`src/rtl/bmstu_spi_pkg.sv`:
```
// Shared definitions for the bmstu SPI target: FSM state encoding and
// default opcode values used as parameter defaults by bmstu_spi_target.
package bmstu_spi_pkg;

   typedef enum logic [2:0] {
      ST_IDLE,
      ST_CMD,
      ST_ADDR,
      ST_WDATA,
      ST_DUMMY,
      ST_RDATA,
      ST_IGNORE
   } spi_state_t;

   localparam logic [7:0]  SPI_CMD_WRITE  = 8'h55;
   localparam logic [7:0]  SPI_CMD_READ   = 8'h0B;
   localparam logic [7:0]  SPI_CMD_STATUS = 8'h05;
   localparam int unsigned SPI_STATUS_W   = 8;

endpackage

```
`src/rtl/bmstu_spi_sync.sv`:
```
// Two-flop synchroniser for an asynchronous pin, with single-cycle
// rise/fall pulses derived from the synchronised level.
module bmstu_spi_sync (
   input  logic clk,
   input  logic rst_n,
   input  logic d,
   output logic q,
   output logic rise,
   output logic fall
);

   logic meta;
   logic q_d;

   always_ff @(posedge clk or negedge rst_n) begin
      if (!rst_n) begin
         meta <= 1'b0;
         q    <= 1'b0;
         q_d  <= 1'b0;
      end else begin
         meta <= d;
         q    <= meta;
         q_d  <= q;
      end
   end

   assign rise = q & ~q_d;
   assign fall = ~q & q_d;

endmodule

```
`src/rtl/bmstu_spi_target.sv`:
```
// SPI mode-0 target decoding cmd/addr/data frames into register-bus strobes.
// Define SPI_STATUS_EN to add the CMD_STATUS read of sticky error bits and write count.
module bmstu_spi_target
   import bmstu_spi_pkg::*;
#(
   parameter int unsigned      CMD_W      = 8,
   parameter int unsigned      ADDR_W     = 24,
   parameter int unsigned      DATA_W     = 32,
   parameter int unsigned      DUMMY_W    = 8,
   parameter logic [CMD_W-1:0] CMD_WRITE  = CMD_W'(SPI_CMD_WRITE),
   parameter logic [CMD_W-1:0] CMD_READ   = CMD_W'(SPI_CMD_READ),
   parameter logic [CMD_W-1:0] CMD_STATUS = CMD_W'(SPI_CMD_STATUS)
)(
   input  logic              clk_in,
   input  logic              reset_in_neg,
   input  logic              spi_sck_in,
   input  logic              spi_cs_in,
   input  logic              spi_copi_in,
   output logic              spi_cipo_out,
   output logic              wr_en_out,
   output logic [ADDR_W-1:0] wr_address_out,
   output logic [DATA_W-1:0] wr_data_out,
   output logic              rd_en_out,
   output logic [ADDR_W-1:0] rd_address_out,
   input  logic [DATA_W-1:0] rd_data_in,
   output logic              frame_err_out
);

   localparam int unsigned MAX_AB = (CMD_W > ADDR_W) ? CMD_W : ADDR_W;
   localparam int unsigned MAX_CD = (DATA_W > DUMMY_W) ? DATA_W : DUMMY_W;
   localparam int unsigned MAX_W  = (MAX_AB > MAX_CD) ? MAX_AB : MAX_CD;
   localparam int unsigned CNT_W  = $clog2(MAX_W + 1);

   localparam logic [CNT_W-1:0] CMD_LAST   = CNT_W'(CMD_W - 1);
   localparam logic [CNT_W-1:0] ADDR_LAST  = CNT_W'(ADDR_W - 1);
   localparam logic [CNT_W-1:0] DATA_LAST  = CNT_W'(DATA_W - 1);
   localparam logic [CNT_W-1:0] DUMMY_LAST = CNT_W'(DUMMY_W - 1);
`ifdef SPI_STATUS_EN
   localparam logic [CNT_W-1:0] STAT_LAST  = CNT_W'(SPI_STATUS_W - 1);
   localparam bit               STATUS_EN  = 1'b1;
`else
   localparam bit               STATUS_EN  = 1'b0;
`endif

   logic sck_level_unused, sck_rise, sck_fall;
   logic cs_q, cs_rise, cs_fall;
   logic copi_q, copi_rise_unused, copi_fall_unused;

   bmstu_spi_sync u_sck_sync  (.clk(clk_in), .rst_n(reset_in_neg), .d(spi_sck_in),
                               .q(sck_level_unused), .rise(sck_rise), .fall(sck_fall));
   bmstu_spi_sync u_cs_sync   (.clk(clk_in), .rst_n(reset_in_neg), .d(spi_cs_in),
                               .q(cs_q), .rise(cs_rise), .fall(cs_fall));
   bmstu_spi_sync u_copi_sync (.clk(clk_in), .rst_n(reset_in_neg), .d(spi_copi_in),
                               .q(copi_q), .rise(copi_rise_unused), .fall(copi_fall_unused));

   spi_state_t        state;
   logic [CNT_W-1:0]  bit_cnt;
   logic [CMD_W-1:0]  cmd_sr;
   logic [ADDR_W-1:0] addr_sr;
   logic [DATA_W-1:0] data_sr;
   logic [DATA_W-1:0] rd_sr;
   logic              rd_pend;
   logic              rd_cap;
`ifdef SPI_STATUS_EN
   logic              rd_is_status;
   logic              abort_sticky;
   logic              unknown_sticky;
   logic [5:0]        wr_count;
`endif

   logic              sck_rise_v;
   logic [CNT_W-1:0]  rdata_last;
   logic [CNT_W-1:0]  field_last;
   logic              last_bit;
   logic [CMD_W-1:0]  cmd_next;
   logic [ADDR_W-1:0] addr_next;
   logic [DATA_W-1:0] data_next;
   logic              cmd_is_wr, cmd_is_rd, cmd_is_stat, cmd_unknown;
   logic              complete_now, abort_now;

`ifdef SPI_STATUS_EN
   assign rdata_last = rd_is_status ? STAT_LAST : DATA_LAST;
`else
   assign rdata_last = DATA_LAST;
`endif

   // A rising edge that coincides with CS falling still belongs to the frame.
   assign sck_rise_v = sck_rise & (cs_q | cs_fall);

   always_comb begin
      field_last = '0;
      case (state)
         ST_CMD:   field_last = CMD_LAST;
         ST_ADDR:  field_last = ADDR_LAST;
         ST_WDATA: field_last = DATA_LAST;
         ST_DUMMY: field_last = DUMMY_LAST;
         ST_RDATA: field_last = rdata_last;
         default:  field_last = '0;
      endcase
   end

   assign last_bit     = sck_rise_v && (bit_cnt == field_last);
   assign cmd_next     = {cmd_sr[CMD_W-2:0], copi_q};
   assign addr_next    = {addr_sr[ADDR_W-2:0], copi_q};
   assign data_next    = {data_sr[DATA_W-2:0], copi_q};
   assign cmd_is_wr    = (cmd_next == CMD_WRITE);
   assign cmd_is_rd    = (cmd_next == CMD_READ);
   assign cmd_is_stat  = (cmd_next == CMD_STATUS);
   assign cmd_unknown  = !(cmd_is_wr || cmd_is_rd || (STATUS_EN && cmd_is_stat));
   assign complete_now = last_bit && (state == ST_WDATA || state == ST_RDATA);
   // An unknown command already reported its error, so a CS drop on that edge is not a second abort.
   assign abort_now    = cs_fall && (state != ST_IDLE) && (state != ST_IGNORE) && !complete_now
                         && !((state == ST_CMD) && last_bit && cmd_unknown);

   always_ff @(posedge clk_in or negedge reset_in_neg) begin
      if (!reset_in_neg) begin
         state          <= ST_IDLE;
         bit_cnt        <= '0;
         cmd_sr         <= '0;
         addr_sr        <= '0;
         data_sr        <= '0;
         rd_sr          <= '0;
         rd_pend        <= 1'b0;
         rd_cap         <= 1'b0;
         spi_cipo_out   <= 1'b0;
         wr_en_out      <= 1'b0;
         wr_address_out <= '0;
         wr_data_out    <= '0;
         rd_en_out      <= 1'b0;
         rd_address_out <= '0;
         frame_err_out  <= 1'b0;
`ifdef SPI_STATUS_EN
         rd_is_status   <= 1'b0;
         abort_sticky   <= 1'b0;
         unknown_sticky <= 1'b0;
         wr_count       <= '0;
`endif
      end else begin
         wr_en_out     <= 1'b0;
         frame_err_out <= 1'b0;
         rd_en_out     <= rd_pend;
         rd_pend       <= 1'b0;
         rd_cap        <= rd_en_out;

         if (state == ST_RDATA) begin
            if (sck_fall && cs_q) begin
               spi_cipo_out <= rd_sr[DATA_W-1];
               rd_sr        <= {rd_sr[DATA_W-2:0], 1'b0};
            end
         end else begin
            spi_cipo_out <= 1'b0;
         end

         if (rd_cap)
            rd_sr <= rd_data_in;

         if (sck_rise_v) begin
            bit_cnt <= bit_cnt + 1'b1;
            case (state)
               ST_CMD: begin
                  cmd_sr <= cmd_next;
                  if (last_bit) begin
                     bit_cnt <= '0;
                     if (cmd_is_wr || cmd_is_rd) begin
                        state <= ST_ADDR;
                     end
`ifdef SPI_STATUS_EN
                     else if (cmd_is_stat) begin
                        state        <= ST_DUMMY;
                        rd_is_status <= 1'b1;
                        rd_sr        <= {abort_sticky, unknown_sticky, wr_count,
                                         {(DATA_W - SPI_STATUS_W){1'b0}}};
                     end
`endif
                     else begin
                        state         <= ST_IGNORE;
                        frame_err_out <= 1'b1;
`ifdef SPI_STATUS_EN
                        unknown_sticky <= 1'b1;
`endif
                     end
                  end
               end
               ST_ADDR: begin
                  addr_sr <= addr_next;
                  if (last_bit) begin
                     bit_cnt <= '0;
                     if (cmd_sr == CMD_WRITE) begin
                        state <= ST_WDATA;
                     end else begin
                        state          <= ST_DUMMY;
                        rd_address_out <= addr_next;
                        rd_pend        <= 1'b1;
                     end
                  end
               end
               ST_WDATA: begin
                  data_sr <= data_next;
                  if (last_bit) begin
                     bit_cnt        <= '0;
                     state          <= ST_IGNORE;
                     wr_address_out <= addr_sr;
                     wr_data_out    <= data_next;
                     wr_en_out      <= 1'b1;
`ifdef SPI_STATUS_EN
                     wr_count       <= wr_count + 1'b1;
`endif
                  end
               end
               ST_DUMMY: begin
                  if (last_bit) begin
                     bit_cnt <= '0;
                     state   <= ST_RDATA;
                  end
               end
               ST_RDATA: begin
                  if (last_bit) begin
                     bit_cnt <= '0;
                     state   <= ST_IGNORE;
`ifdef SPI_STATUS_EN
                     if (rd_is_status) begin
                        abort_sticky   <= 1'b0;
                        unknown_sticky <= 1'b0;
                     end
`endif
                  end
               end
               default: bit_cnt <= '0;
            endcase
         end

         if (cs_fall) begin
            state   <= ST_IDLE;
            bit_cnt <= '0;
            if (abort_now) begin
               frame_err_out <= 1'b1;
`ifdef SPI_STATUS_EN
               abort_sticky  <= 1'b1;
`endif
            end
         end else if (cs_rise && state == ST_IDLE) begin
            state   <= ST_CMD;
            bit_cnt <= '0;
`ifdef SPI_STATUS_EN
            rd_is_status <= 1'b0;
`endif
         end
      end
   end

endmodule

```
`config.mk`:
```
export PLATFORM = sky130hd
export DESIGN_NAME = bmstu_spi_target
export DESIGN_NICKNAME = d
export VERILOG_FILES = /design/src/rtl/bmstu_spi_pkg.sv /design/src/rtl/bmstu_spi_sync.sv /design/src/rtl/bmstu_spi_target.sv
export SDC_FILE = /design/constraint.sdc
export NUM_CORES = 1
export LEC_CHECK = 0
export ABC_CLOCK_PERIOD_IN_PS = 2400
export CAP_MARGIN = 20
export CORE_ASPECT_RATIO = 2
export CORE_MARGIN = 2
export CORE_UTILIZATION = 45
export DETAILED_ROUTE_END_ITERATION = 12
export HOLD_SLACK_MARGIN = 0.08
export PLACE_DENSITY = 0.7
export SLEW_MARGIN = 0
export SYNTH_ARGS = -nofsm -noshare
export SYNTH_HDL_FRONTEND = slang
export SYNTH_SLANG_ARGS = --single-unit
```
`constraint.sdc`:
```
create_clock -name clk_in -period 2.4 [get_ports clk_in]
set_input_delay 0.72 -clock clk_in [delete_from_list [all_inputs] [get_ports clk_in]]
set_output_delay 0.72 -clock clk_in [all_outputs]
set_load 0.05 [all_outputs]
```
==> summary.txt, run 1 <==
Pwr
  – Max VDD drop: 0.000481 V
  – Lkg Pwr: 4.75 nW
  – Cell area power density: 774 mW/mm2
  – Total chip power: 8.07 mW

Min path
  – Hold Crit Class: in2async

Critical path
  – Setup crit start: wr_address_out[23]
  – Setup crit end kind: primary output
  – Worst path max stage delay: 0.82 ns
  – Worst setup path class: reg2out
  – Crit path max fanout: 2
  – Worst path bufs/invs: 1
  – CP required: 1.68 ns
  – Stages on worst setup path: 1
  – Register-to-Register Setup Slack: 0.09 ns
  – Critical Path End: wr_address_out[23]
  – WP data arrival: 1.63 ns
  – R2r endpoint: wr_address_out[4]
  – Cell family with most CP delay: buffers and inverters
  – Reg2reg start: state[1]
  – R2R cell count: 7
  – CP startpoint kind: register
  – Crit-path slowest cell: clkdlybuf4s50_1
  – Critical path cell sequence: clkdlybuf4s50_1

Route
  – TritonRoute pass-1 iters: 4
  – DRT iter0 DRCs: 120
  – Routed via count: 4850
  – Routed WL: 17.1 mm
  – Antenna Violating Nets Remaining: 0
  – DR vias/cell: 5.23
  – Routed len/inst: 18.4 um
  – DRC: 0

STA
  – Slew margin rel.: 0.567
  – Final worst-path cycle share: 0.981
  – Slew Limit Fails: 0
  – Fmax: 425 MHz
  – Setup Skew: 0.00668 ns
  – Slew at the pin closest to its max-slew limit: 0.645 ns
  – Unrepaired setup endpoints after global routing: true
  – # setup viols final: 0
  – Min setup slack post-route: 0.0462 ns
  – Clock period minus worst slack: 2.35 ns
  – Hold Vio Cnt, Final: 0

Yosys
  – Share of the synthesized area in the top cell type: 0.606
  – Post-Synthesis Cell Area: 0.00817 mm2
  – Async set-reset flop share out of synthesis: 1.00
  – Mapped Cells: 566
  – Seq/Total Area, Yosys: 0.606
  – Post-synth EDFFs: 0
  – Synth warn: 0
  – Synthesized area per cell: 14.4 um2
  – Top_reg_cell synth: dfrtp_1
  – Number of distinct library cells after synthesis: 52
  – Synth area leader: dfrtp_1
  – Post-Syn Nets: 604
  – Top post-synthesis cells by area: dfrtp_1 (61%), mux2_2 (14%), mux2_4 (7.2%), mux2i_1 (3.9%), o21ai_0 (2.3%)
  – #FFs+latches synth: 198

Cells and area
  – Area of the multi-input gates: 0.00303 mm2
  – Fill cells: 1448
  – End-of-flow core utilization: 0.586
  – Storage cell area: 0.00496 mm2
  – Nets: 740
  – Area growth, synth to finish: 27.6%
  – Layout cells sized above 1: 0.303
  – Post-route cell area: 0.0104 mm2
  – N_diodes: 0

Die
  – Die Span Y: 195 um
  – Core Area: 0.0178 mm2
  – IO Pins: 121
  – Die area: 0.0193 mm2
  – Effective utilization at floorplan: 0.460
  – # rows: 69
  – Die X: 99.3 um

Placed design
  – Port Buf Inserts: 120
  – DP Wirelength: 11.9 mm
  – Placement Setup Slack: 0.0687 ns
  – Dpl cell area: 0.00973 mm2
  – Routability Congestion: 0.831

Clocking
  – Clock Latency Late Sink: 0.43 ns
  – CTS Sinks: 198
  – CTS max path bufs: 2
  – Total CTS buffers: 17
  – CTS clk-pin slew, worst paths: 0.07 ns
  – CTS tree: done
  – Root Driver: clkbuf_16
  – Post-CTS setup buffers: 0
  – CTS H-tree lvls: 4

Job
  – MaxCap Viol Count: 0

GRT
  – Vias in the first global route: 5405
  – Tot GR Track Use: 0.183
  – GRT overflow: 0
  – Global-route wire length before repair: 28.1 mm
  – Initial antenna violation count: 0
  – Largest net degree at the start of global routing: 52

Outcome
  – Run status: finished, final reports clean
==> cells in the final DEF (no fill, tap or decap), types with 13 or more instances in the layout <==
cell / netlist / layout
o21ai_0: 38 / 38
clkdlybuf4s50_1: 0 / 112
mux2_2: 105 / 98
mux2i_1: 32 / 32
nand2_1: 44 / 44
dfrtp_1: 198 / 195
nor2_1: 14 / 13
clkbuf_16: 0 / 19
buf_4: 1 / 15
mux2_4: 39 / 46
==> flip-flops by register name (all words and copies together) (netlist names), 3 cells and up <==
| name | cells |
|---|---|
| wr_address_out | 24 |
| cmd_sr | 8 |
| wr_data_out | 32 |
| addr_sr | 24 |
| state | 3 |
| bit_cnt | 6 |
| rd_address_out | 24 |
| data_sr | 31 |
| rd_sr | 32 |
==> kinds of logic after synthesis <==
logic type	share of synthesized area
AND/OR/NAND/NOR	0.0539
AO/OA/AOI/OAI	0.0508
XOR/XNOR	0.00322
buffers and inverters	0.0288
flip-flops	0.606
multiplexers	0.256
adder cells (fa/ha/maj)	0.00153
==> final cells by class <==
class                   count  share of cell area
inverters                   5             0.00180
clock buffers              21              0.0432
repair buffers            146               0.150
well taps                 213              0.0256
clock inverters            11              0.0133
flip-flops and latches    198               0.476
multi-input cells         334               0.291
==> synthesized netlist by cell type, types with 3 or more instances <==
master,instances
o211ai_1,3
inv_1,5
nand2b_1,3
clkbuf_1,13
a22o_1,3
nand3_1,5
nand4_1,3
mux2i_1,32
mux2_4,39
nor2_1,14
mux2_2,105
o21ai_0,38
buf_2,6
nand2_1,44
buf_12,5
dfrtp_1,198
nor2b_1,4
a21oi_1,3
==> worst min-delay path by stage <==
stage / startpoint / to / slack [ns] / cells past startpoint
after floorplan: rd_pend / rd_en_out / 0.33 / 0
after global placement: rd_pend / rd_en_out / 0.33 / 0
after detailed placement: u_copi_sync.meta / u_copi_sync.q / 0.33 / 0
after CTS: reset_in_neg / rd_sr[24] / 0.26 / 1
after global routing: reset_in_neg / wr_data_out[5] / 0.27 / 1
final: reset_in_neg / rd_sr[25] / 0.24 / 1
==> through the flow <==
stage               hold slack [ns]  TNS, ns  std cells
global placement              0.331        0        894
CTS                           0.257        0        926
floorplan                     0.331        0        566
global route                  0.274   -0.443        928
finish                        0.242        0        928
detailed placement            0.335        0        894
==> per-layer routing <==
metal,vias to the layer above,part of all wire,global-route usage
met5,-,0,0
met4,0,0.014,0.0543
met3,16,0.038,0.0421
met2,96,0.55,0.327
met1,2469,0.40,0.215
li1,2269,-,-
==> repair_timing <==
| action | CTS | global route |
|---|---|---|
| cloned | 0 | 2 |
| pin swaps | 0 | 3 |
| gates resized for setup | 1 | 17 |
| hold buffers | 0 | 0 |
| endpoints found under the setup margin | 1 | 84 |
==> where the power goes <==
part	internal, mW	switching [mW]	leakage, nW	total, mW
clock	1.59	1.27	0.286	2.86
sequential	3.78	0.306	2.64	4.08
combinational	0.529	0.593	1.82	1.12
total	5.90	2.17	4.75	8.07
(Power assumes the default switching activity.)
==> inputs of run 2 (changes only) <==
CTS_BUF_LIST = sky130_fd_sc_hd__clkbuf_4 sky130_fd_sc_hd__clkbuf_8 sky130_fd_sc_hd__clkbuf_16   (was default)
PLACE_DENSITY = 0.71   (was 0.7)
==> summary.txt, run 2 (synthesis results as in run 1) <==
Cells and area
  – Most frequent cells in the layout: dfrtp_1 (195), clkdlybuf4s50_1 (110), mux2_2 (105) (was dfrtp_1 (195), clkdlybuf4s50_1 (112), mux2_2 (98))
  – Largest regs: rd_sr (32), wr_data_out (32), data_sr (31) (unchanged)
  – Post-route cell area: 0.0104 mm2 (about the same)
  – Area growth, synth to finish: 27.8% (was 27.6%)
  – Layout cells sized above 1: 0.317 (was 0.303)
  – End-of-flow core utilization: 0.587 (was 0.586)
  – Layout Cells excl Fill: 935 (was 928)
  – Nets: 747 (was 740)
  – Most common cell after layout, fill and taps aside: dfrtp_1 (unchanged)
  – N_diodes: 0 (unchanged)

Route
  – TritonRoute pass-1 iters: 4 (unchanged)
  – DRT iter0 DRCs: 217 (was 120)
  – Routed len/inst: 18.6 um (was 18.4 um)
  – Routed WL: 17.4 mm (was 17.1 mm)
  – Antenna Violating Nets Remaining: 0 (unchanged)
  – DR vias/cell: 5.26 (was 5.23)
  – DRC: 0 (unchanged)
  – Routed via count: 4915 (was 4850)

Critical path
  – CP startpoint kind: register (unchanged)
  – Worst path bufs/invs: 1 (unchanged)
  – WP data arrival: 1.64 ns (was 1.63 ns)
  – Worst path max stage delay: 0.82 ns (about the same)
  – Register-to-Register Setup Slack: 0.05 ns (was 0.09 ns)
  – Critical path cell sequence: clkdlybuf4s50_1 (unchanged)
  – Worst setup path class: reg2out (unchanged)
  – R2R cell count: 6 (was 7)
  – Stages on worst setup path: 1 (unchanged)
  – Setup crit start: wr_address_out[15] (was wr_address_out[23])
  – Crit-path slowest cell: clkdlybuf4s50_1 (unchanged)
  – Reg2reg start: cmd_sr[1] (was state[1])
  – Cell family with most CP delay: buffers and inverters (unchanged)
  – Critical Path End: wr_address_out[15] (was wr_address_out[23])
  – Setup crit end kind: primary output (unchanged)
  – R2r endpoint: state[1] (was wr_address_out[4])
  – Crit path max fanout: 2 (unchanged)
  – CP required: 1.68 ns (about the same)

STA
  – Worst hold slack: 0.236 ns (was 0.242 ns)
  – Slew margin rel.: 0.545 (was 0.567)
  – Setup Skew: 0.0128 ns (was 0.00668 ns)
  – Slew Limit Fails: 0 (unchanged)
  – Final worst-path cycle share: 0.984 (was 0.981)
  – Fmax: 423 MHz (was 425 MHz)
  – Unrepaired setup endpoints after global routing: true (unchanged)
  – Clock period minus worst slack: 2.36 ns (was 2.35 ns)
  – Min setup slack post-route: 0.0385 ns (was 0.0462 ns)
  – Slew at the pin closest to its max-slew limit: 0.679 ns (was 0.645 ns)
  – # setup viols final: 0 (unchanged)
  – Hold Vio Cnt, Final: 0 (unchanged)

Clocking
  – Clock Latency Late Sink: 0.43 ns (about the same)
  – # hold bufs at CTS: 0 (unchanged)
  – Total CTS buffers: 17 (unchanged)
  – CTS max path bufs: 2 (unchanged)
  – CTS tree: done (unchanged)
  – CTS clk-pin slew, worst paths: 0.07 ns (about the same)
  – CTS H-tree lvls: 4 (unchanged)
  – Root Driver: clkbuf_16 (unchanged)
  – CTS Sinks: 198 (unchanged)

Outcome
  – Run status: finished, final reports clean (unchanged)

GRT
  – GRT overflow: 0 (unchanged)
  – Global-route wire length before repair: 28.7 mm (was 28.1 mm)
  – Largest net degree at the start of global routing: 54 (was 52)
  – Vias in the first global route: 5496 (was 5405)
  – Tot GR Track Use: 0.189 (was 0.183)
  – Initial antenna violation count: 0 (unchanged)

Pwr
  – NetSw: 2.26 mW (was 2.17 mW)
  – Sw frac: 0.285 (was 0.269)
  – Power share of the combinational group: 0.145 (was 0.139)
  – Flop pwr share: 0.513 (was 0.506)
  – Cell area power density: 760 mW/mm2 (was 774 mW/mm2)
  – Clock power frac: 0.342 (was 0.355)
  – Internal: 5.68 mW (was 5.90 mW)
  – Max VDD drop: 0.000459 V (was 0.000481 V)
  – Lkg Pwr: 4.78 nW (was 4.75 nW)

Placed design
  – Placement Setup Slack: -0.0254 ns (was 0.0687 ns)
  – Dpl cells: 895 (was 894)
  – Dpl cell area: 0.00974 mm2 (was 0.00973 mm2)
  – Routability Congestion: 0.803 (was 0.831)
  – DP Wirelength: 12.0 mm (was 11.9 mm)
  – Port Buf Inserts: 120 (unchanged)

Min path
  – Hold Crit Class: in2async (unchanged)

Job
  – MaxCap Viol Count: 0 (unchanged)

Die
  – Die area: 0.0193 mm2 (unchanged)
  – Core Area: 0.0178 mm2 (unchanged)
  – # rows: 69 (unchanged)
  – IO Pins: 121 (unchanged)
  – Die Span Y: 195 um (unchanged)
  – Effective utilization at floorplan: 0.460 (unchanged)
  – Die X: 99.3 um (unchanged)
[run 2: worst min-delay path by stage]
stage | to | slack (ns) | cells past startpoint | from
floorplan | rd_en_out | 0.33 | 0 | rd_pend
global placement | rd_en_out | 0.33 | 0 | rd_pend
detailed placement | u_copi_sync.q | 0.33 | 0 | u_copi_sync.meta
CTS | rd_sr[23] | 0.26 | 1 | reset_in_neg
global route | rd_sr[24] | 0.28 | 1 | reset_in_neg
finish | rd_sr[25] | 0.24 | 1 | reset_in_neg
[run 2: layout make-up]
type | instances | area (um2)
inverters | 5 | 18.8
clock buffers | 17 | 425
repair buffers | 152 | 1610
flip-flops and latches | 198 | 4960
multi-input cells | 335 | 3030
well taps | 213 | 267
fillers | 1425 | 7340
clock inverters | 15 | 138
[run 2: timing repair]
item	CTS	global route
buffers inserted	0	5
pin swaps	1	5
endpoints found under the hold margin	0	0
gates resized for setup	3	14
setup endpoints to repair	25	75
gates cloned	1	2
[run 2: metal layers]
| layer | share of wire | GRT usage |
|---|---|---|
| met1 | 0.39 | 0.219 |
| met2 | 0.55 | 0.333 |
| met3 | 0.041 | 0.0439 |
| met4 | 0.026 | 0.0710 |
| met5 | 0 | 0 |
[run 2: metrics by stage]
stage               power [mW]  TNS [ns]
floorplan                 4.78         0
global placement          5.23         0
detailed placement        5.29    -0.257
CTS                       8.02         0
global route              8.34   -0.0199
finish                    7.94         0
[run 2: power by group through the flow]
stage / sequential, mW / combinational, mW / clock (mW)
floorplan: 4.19 / 0.587 / 0
global placement: 4.12 / 1.11 / 0
detailed placement: 4.14 / 1.15 / 0
CTS: 4.08 / 1.16 / 2.78
global route: 4.14 / 1.29 / 2.92
finish: 4.07 / 1.15 / 2.71
==> inputs of run 3 (changes only) <==
CTS_CLUSTER_SIZE = 30   (was default)
==> results of run 3 <==
The final DEF is identical to that of run 2; final timing and power are the same.
